[config.mk]
export PLATFORM = sky130hd
export DESIGN_NAME = i_cache
export DESIGN_NICKNAME = d
export VERILOG_FILES = /design/src/rtl/i_cache_pkg.sv /design/src/rtl/i_cache_fsm.sv /design/src/rtl/i_cache.sv
export SDC_FILE = /design/constraint.sdc
export NUM_CORES = 1
export LEC_CHECK = 0
export BUFFER_PORTS_ARGS = -buffer_cell sky130_fd_sc_hd__buf_2
export CORE_MARGIN = 5
export CORE_UTILIZATION = 55
export CTS_CLUSTER_DIAMETER = 80
export CTS_CLUSTER_SIZE = 12
export DETAILED_ROUTE_END_ITERATION = 10
export GPL_ROUTABILITY_DRIVEN = 0
export HOLD_SLACK_MARGIN = 0.05
export PLACE_DENSITY = 0.72
export SYNTH_ARGS = -nofsm -noshare
export SYNTH_HDL_FRONTEND = slang
export SYNTH_SLANG_ARGS = --single-unit
[constraint.sdc]
create_clock -name CLK -period 19.15 [get_ports CLK]
set_input_delay 1.915 -clock CLK [delete_from_list [all_inputs] [get_ports CLK]]
set_output_delay 1.915 -clock CLK [all_outputs]
set_load 0.02 [all_outputs]
[src/rtl/i_cache_pkg.sv]
// Shared types and sizing for the direct-mapped instruction cache.
package i_cache_pkg;

  typedef enum logic [1:0] {IDLE, MEM_READ, UPDATE} state_t;

  localparam int BLOCK_W    = 128;
  localparam int WORD_W     = 32;
  localparam int BLK_ADDR_W = 28;

  function automatic int idx_w(input int num_sets);
    return $clog2(num_sets);
  endfunction

  function automatic int tag_w(input int num_sets);
    return BLK_ADDR_W - $clog2(num_sets);
  endfunction

endpackage

[src/rtl/i_cache_fsm.sv]
// Miss-handling controller: owns the memory-side handshake, the latched
// block address and the single-cycle line write strobe.
module i_cache_fsm
  import i_cache_pkg::*;
(
  input  logic                  CLK,
  input  logic                  RESET,
  input  logic                  pc_valid,
  input  logic                  hit,
  input  logic [BLK_ADDR_W-1:0] pc_blk,
  input  logic                  mem_busywait,
  output logic                  mem_read_en,
  output logic [BLK_ADDR_W-1:0] blk_addr,
  output logic                  upd_we,
  output logic                  miss_start,
  output logic                  fsm_busy,
  output logic                  idle
);

  state_t state_q, state_d;

  always_ff @(posedge CLK or negedge RESET) begin
    if (!RESET) state_q <= IDLE;
    else        state_q <= state_d;
  end

  // Block address is captured once per miss and held for the whole fill.
  always_ff @(posedge CLK or negedge RESET) begin
    if (!RESET)          blk_addr <= '0;
    else if (miss_start) blk_addr <= pc_blk;
  end

  always_comb begin
    state_d     = state_q;
    mem_read_en = 1'b0;
    upd_we      = 1'b0;
    miss_start  = 1'b0;
    fsm_busy    = 1'b0;
    idle        = 1'b0;
    case (state_q)
      IDLE: begin
        idle = 1'b1;
        if (pc_valid && !hit) begin
          miss_start = 1'b1;
          fsm_busy   = 1'b1;
          state_d    = MEM_READ;
        end
      end
      MEM_READ: begin
        mem_read_en = 1'b1;
        fsm_busy    = 1'b1;
        if (!mem_busywait) state_d = UPDATE;
      end
      UPDATE: begin
        // Memory finished on the previous edge; data is stable only now.
        upd_we   = 1'b1;
        fsm_busy = 1'b1;
        state_d  = IDLE;
      end
      default: state_d = IDLE;
    endcase
  end

endmodule

[src/rtl/i_cache.sv]
// Direct-mapped instruction cache, zero-wait hits, 128-bit block refill.
// Optional ICACHE_STATS_EN adds HIT_COUNT / MISS_COUNT outputs.
module i_cache
  import i_cache_pkg::*;
#(
  parameter int NUM_SETS = 8
) (
  input  logic                  CLK,
  input  logic                  RESET,
  input  logic                  PC_VALID,
  input  logic [31:0]           PC,
  output logic [WORD_W-1:0]     INSTRUCTION,
  output logic                  CPU_BUSYWAIT,
  output logic                  MEM_READ_EN,
  output logic [BLK_ADDR_W-1:0] MEM_READ_ADDR,
  input  logic [BLOCK_W-1:0]    MEM_READ_DATA,
  input  logic                  MEM_BUSYWAIT
`ifdef ICACHE_STATS_EN
  ,
  output logic [31:0]           HIT_COUNT,
  output logic [31:0]           MISS_COUNT
`endif
);

  localparam int IDX_W = idx_w(NUM_SETS);
  localparam int TAG_W = tag_w(NUM_SETS);

  logic [NUM_SETS-1:0] valid_q;
  logic [TAG_W-1:0]    tag_arr  [NUM_SETS];
  logic [BLOCK_W-1:0]  data_arr [NUM_SETS];

  logic [IDX_W-1:0]      pc_idx;
  logic [TAG_W-1:0]      pc_tag;
  logic [1:0]            pc_word;
  logic [BLOCK_W-1:0]    line;
  logic                  hit;
  logic [BLK_ADDR_W-1:0] blk_addr;
  logic                  upd_we, miss_start, fsm_busy, idle;
  logic [IDX_W-1:0]      upd_idx;
  logic [TAG_W-1:0]      upd_tag;
  logic                  unused_pc_lsb;

  assign unused_pc_lsb = ^PC[1:0];
  assign pc_word = PC[3:2];
  assign pc_idx  = PC[4 +: IDX_W];
  assign pc_tag  = PC[4+IDX_W +: TAG_W];

  assign line        = data_arr[pc_idx];
  assign hit         = valid_q[pc_idx] && (tag_arr[pc_idx] == pc_tag);
  assign INSTRUCTION = hit ? line[{pc_word, 5'b0} +: WORD_W] : '0;

  assign CPU_BUSYWAIT  = !RESET || fsm_busy;
  assign MEM_READ_ADDR = blk_addr;
  assign upd_idx       = blk_addr[IDX_W-1:0];
  assign upd_tag       = blk_addr[BLK_ADDR_W-1:IDX_W];

  i_cache_fsm u_fsm (
    .CLK          (CLK),
    .RESET        (RESET),
    .pc_valid     (PC_VALID),
    .hit          (hit),
    .pc_blk       (PC[31:4]),
    .mem_busywait (MEM_BUSYWAIT),
    .mem_read_en  (MEM_READ_EN),
    .blk_addr     (blk_addr),
    .upd_we       (upd_we),
    .miss_start   (miss_start),
    .fsm_busy     (fsm_busy),
    .idle         (idle)
  );

  always_ff @(posedge CLK or negedge RESET) begin
    if (!RESET)      valid_q          <= '0;
    else if (upd_we) valid_q[upd_idx] <= 1'b1;
  end

  // Tag and data storage carry no reset; valid bits alone gate their use.
  always_ff @(posedge CLK) begin
    if (upd_we) begin
      tag_arr[upd_idx]  <= upd_tag;
      data_arr[upd_idx] <= MEM_READ_DATA;
    end
  end

`ifdef ICACHE_STATS_EN
  always_ff @(posedge CLK or negedge RESET) begin
    if (!RESET) begin
      HIT_COUNT  <= '0;
      MISS_COUNT <= '0;
    end else begin
      if (idle && PC_VALID && hit) HIT_COUNT  <= HIT_COUNT + 32'd1;
      if (miss_start)              MISS_COUNT <= MISS_COUNT + 32'd1;
    end
  end
`endif

endmodule
==> impl_results.md <==
* Share of the synthesized area in the top cell type at 76.1%
* Fin crit period at 9140 ps
* Dominant cell by count in the synthesized netlist: edfxtp_1
* Final TNS setup at 0 ps
* Reg-to-reg startpoint: u_fsm.state_q[0]$_DFFE_PN0P_
* Nets at 2425
* Crit-path cells: clkbuf_8 -> buf_4 -> buf_4 -> mux4_2 -> mux2i_1 -> xor2_1 -> nand4_1 -> nor4_4 -> nand3_2 -> nor2_1 -> buf_2
* Post-synth cell types at between 40 and 50
* Post-CTS Setup Bufs at 0
* Die height at 306 um
* Top_reg_cell synth: edfxtp_1
* Unrepaired setup endpoints after global routing: false
* Leak at 17.4 nW
* Max clock buf depth at 3
* Largest net degree at the start of global routing at between 100 and 150
* Synth area leader: edfxtp_1
* Mapped Cells at 1980
* Routed WL at 100000 um
* Worst min path class: reg -> reg
* Clock sinks at 1262
* Num ports at between 200 and 250
* Port Buf Inserts at 223
* Fin. Hold Viols at 0
* RR Endpoint: data_arr[1][54]$_DFFE_PP_
* EDFF count, synth at 1224
* Tcrit/Tclk final at 47.7%
* Starting Density at a little under three fifths
* Maxcap violations at 0
* Critical path type: in -> out
* Vias in the first global route at 23000
* Initial antenna violation count at 30
* Slowest-stage cell, CP: nand3_2
* Clk root buf: clkbuf_16
* Antenna-violating nets left at 0
* Clk slew on worst S/H paths at ~60 ps
* Post-route core utilization at 62.0%
* Worst slew pin tran at 1150 ps
* Share of layout cells above drive strength 1 at ~35%
* Register-to-register setup slack at approximately 15000 ps
* CP most frequent cell: buf_4
* CP delay by family, top: buffers and inverters
* Worst skew pair latency at 680 ps
* Pre-antenna DRT Iters at 7
* Crit start category: primary input
* Post-DP HPWL at 54200 um
* Vias at about 21000
* First-pass GRT wire length at about 150000 um
* Hold_buf cts at 0
* Area contributors post-synth: edfxtp_1 (76%), mux4_2 (17%), dfrtp_1 (2.0%)
* Status: complete, no violations
* Post-synthesis sequential area ratio at 78.1%
* Critical Path RT at 17240 ps
* Final setup fails at 0
* GRT overflow at 0
* Post-CTS Resized at 0
* Synthesized cell area at ~48000 um^2
* Mapped Avg Cell Area at ~24 um^2
* CTS Buf Count at 115
* Core area at 87000 um^2
* Syn-to-layout area delta at 11.8%
* Critical path arrival at 7220 ps
* WHS Path Cells at 1
* Hold worst-path end: valid_q[1]$_DFFE_PN0P_
* Clock skew at 37.8 ps
* Hold Crit Start: valid_q[1]$_DFFE_PN0P_
* Gr usage total at 21.4%
* CTS tree: done
* Worst slew margin at 23.3%
* # rows at 108
* Crit path buf inv count at 4
* Number of vias per cell at 6.12
* H-tree Lvls at 3
* Pwr dens at roughly 110 nW/um^2
* Ys Warns at 0
* #FFs+latches synth at between 1000 and 1500
* Reg2Reg Depth at 7
* Peak Freq at 0.109 GHz
* Crit end category: output pin
* Chip width at around 310 um
* Worst hold margin at 467 ps
* Peak supply drop at 111 uV
* DRC Markers at 0
* Die ar. at ~94000 um^2
* Filler cell count at roughly 5900
* Slew Viols, Final at 0
* CP max stage delay at roughly 940 ps
* Critical path peak fanout at 47
* Violation count after the first detailed-route iteration at 1826
* Async SR Flop Fraction at 3.01%
* Mapped Nets at 2148
* Drt wl/cell at approximately 29 um
* Commonest cells in the netlist: edfxtp_1 (1224), mux4_2 (355), mux2i_1 (67), nor2_1 (42), dfrtp_1 (38)
[cell families (layout without fill, tap and decap cells)]
| family | count (synthesis) | after routing | share of synthesized area, % |
|---|---|---|---|
| and+or+nand+nor | 102 | 102 | 1.09 |
| DFF | 1262 | 1262 | 78.1 |
| buffers and inverters | 101 | 420 | 0.961 |
| adders and majority gates | 4 | 4 | 0.104 |
| xor gates and xnor gates | 15 | 15 | 0.272 |
| muxes | 462 | 462 | 19.0 |
| AOI/OAI and AO/OA | 34 | 34 | 0.484 |
| other | 0 | 13 | 0 |
[layout make-up]
cell class / count / area, um^2 / area share, %
multi-input cells: 617 / 10200 / 18.9
inverters: 4 / 15.0 / 0.0278
diodes: 13 / 32.5 / 0.0603
well taps: 1155 / 1450 / 2.68
clock inverters: 5 / 75.1 / 0.139
flip-flops and latches: 1262 / 37700 / 69.8
repair buffers: 257 / 1450 / 2.69
clock buffers: 154 / 3070 / 5.68
[worst max path at each step]
stage	from	endpoint	slack (ps)	cells after the start
floorplan	u_fsm.state_q[0]$_DFFE_PN0P_	valid_q[2]$_DFFE_PN0P_	6990	5
global placement	PC[6]	INSTRUCTION[14]	10090	11
detailed placement	PC[6]	INSTRUCTION[10]	9930	11
CTS	PC[6]	INSTRUCTION[10]	9880	11
global route	PC[6]	INSTRUCTION[10]	9750	11
finish	PC[6]	INSTRUCTION[10]	10010	11
[routing by layer]
metal	track usage (%)	wire length, um	vias to the layer above
li1	-	-	9008
met1	28.8	39500	11400
met2	36.6	52100	616
met3	4.76	6390	153
met4	5.10	2250	18
met5	0	116	-
[where the power goes]
group | leakage [nW] | switching (mW) | internal (mW)
registers | 11.5 | 0.120 | 3.36
logic | 4.41 | 0.381 | 0.259
clock network | 1.52 | 0.910 | 1.10
total | 17.4 | 1.41 | 4.72
[sequential cells by signal, summed over array words and instances, names as in the netlist]
| signal | count |
|---|---|
| valid_q | 8 |
| u_fsm.state_q | 2 |
| tag_arr | 200 |
| u_fsm.blk_addr | 28 |
| data_arr | 1024 |
[metrics by stage]
step	cell area, um^2	setup WS (ps)	cells	total power, mW
5_1_grt	54000	9750	3455	6.36
4_1_cts	54000	9880	3454	6.20
3_5_place_dp	50800	9930	3295	4.19
6_report	54000	10010	3467	6.13
2_1_floorplan	48300	6990	1980	3.96
3_3_place_gp	50800	10090	3295	4.15
[cell usage in the layout (no fill, tap or decap), types with 3 or more instances in the layout]
cell type,Yosys,routed
mux2_2,20,20
clkbuf_1,37,37
a22o_1,9,9
xor2_1,14,14
a21oi_1,5,5
mux2_4,20,20
nand2b_1,9,9
inv_1,4,4
o21ai_0,9,9
buf_4,2,31
nand3_1,4,3
mux4_2,355,355
nand4_1,5,5
nand2_1,12,12
edfxtp_1,1224,1224
nor2_1,42,36
clkbuf_16,0,117
diode_2,0,13
o22ai_1,5,5
or3_1,8,8
ha_1,4,4
dfrtp_1,38,38
nor2_4,0,6
nor2b_1,3,3
mux2i_1,67,67
buf_12,2,4
buf_2,18,219
or2_2,8,8
(Power assumes the default switching activity.)
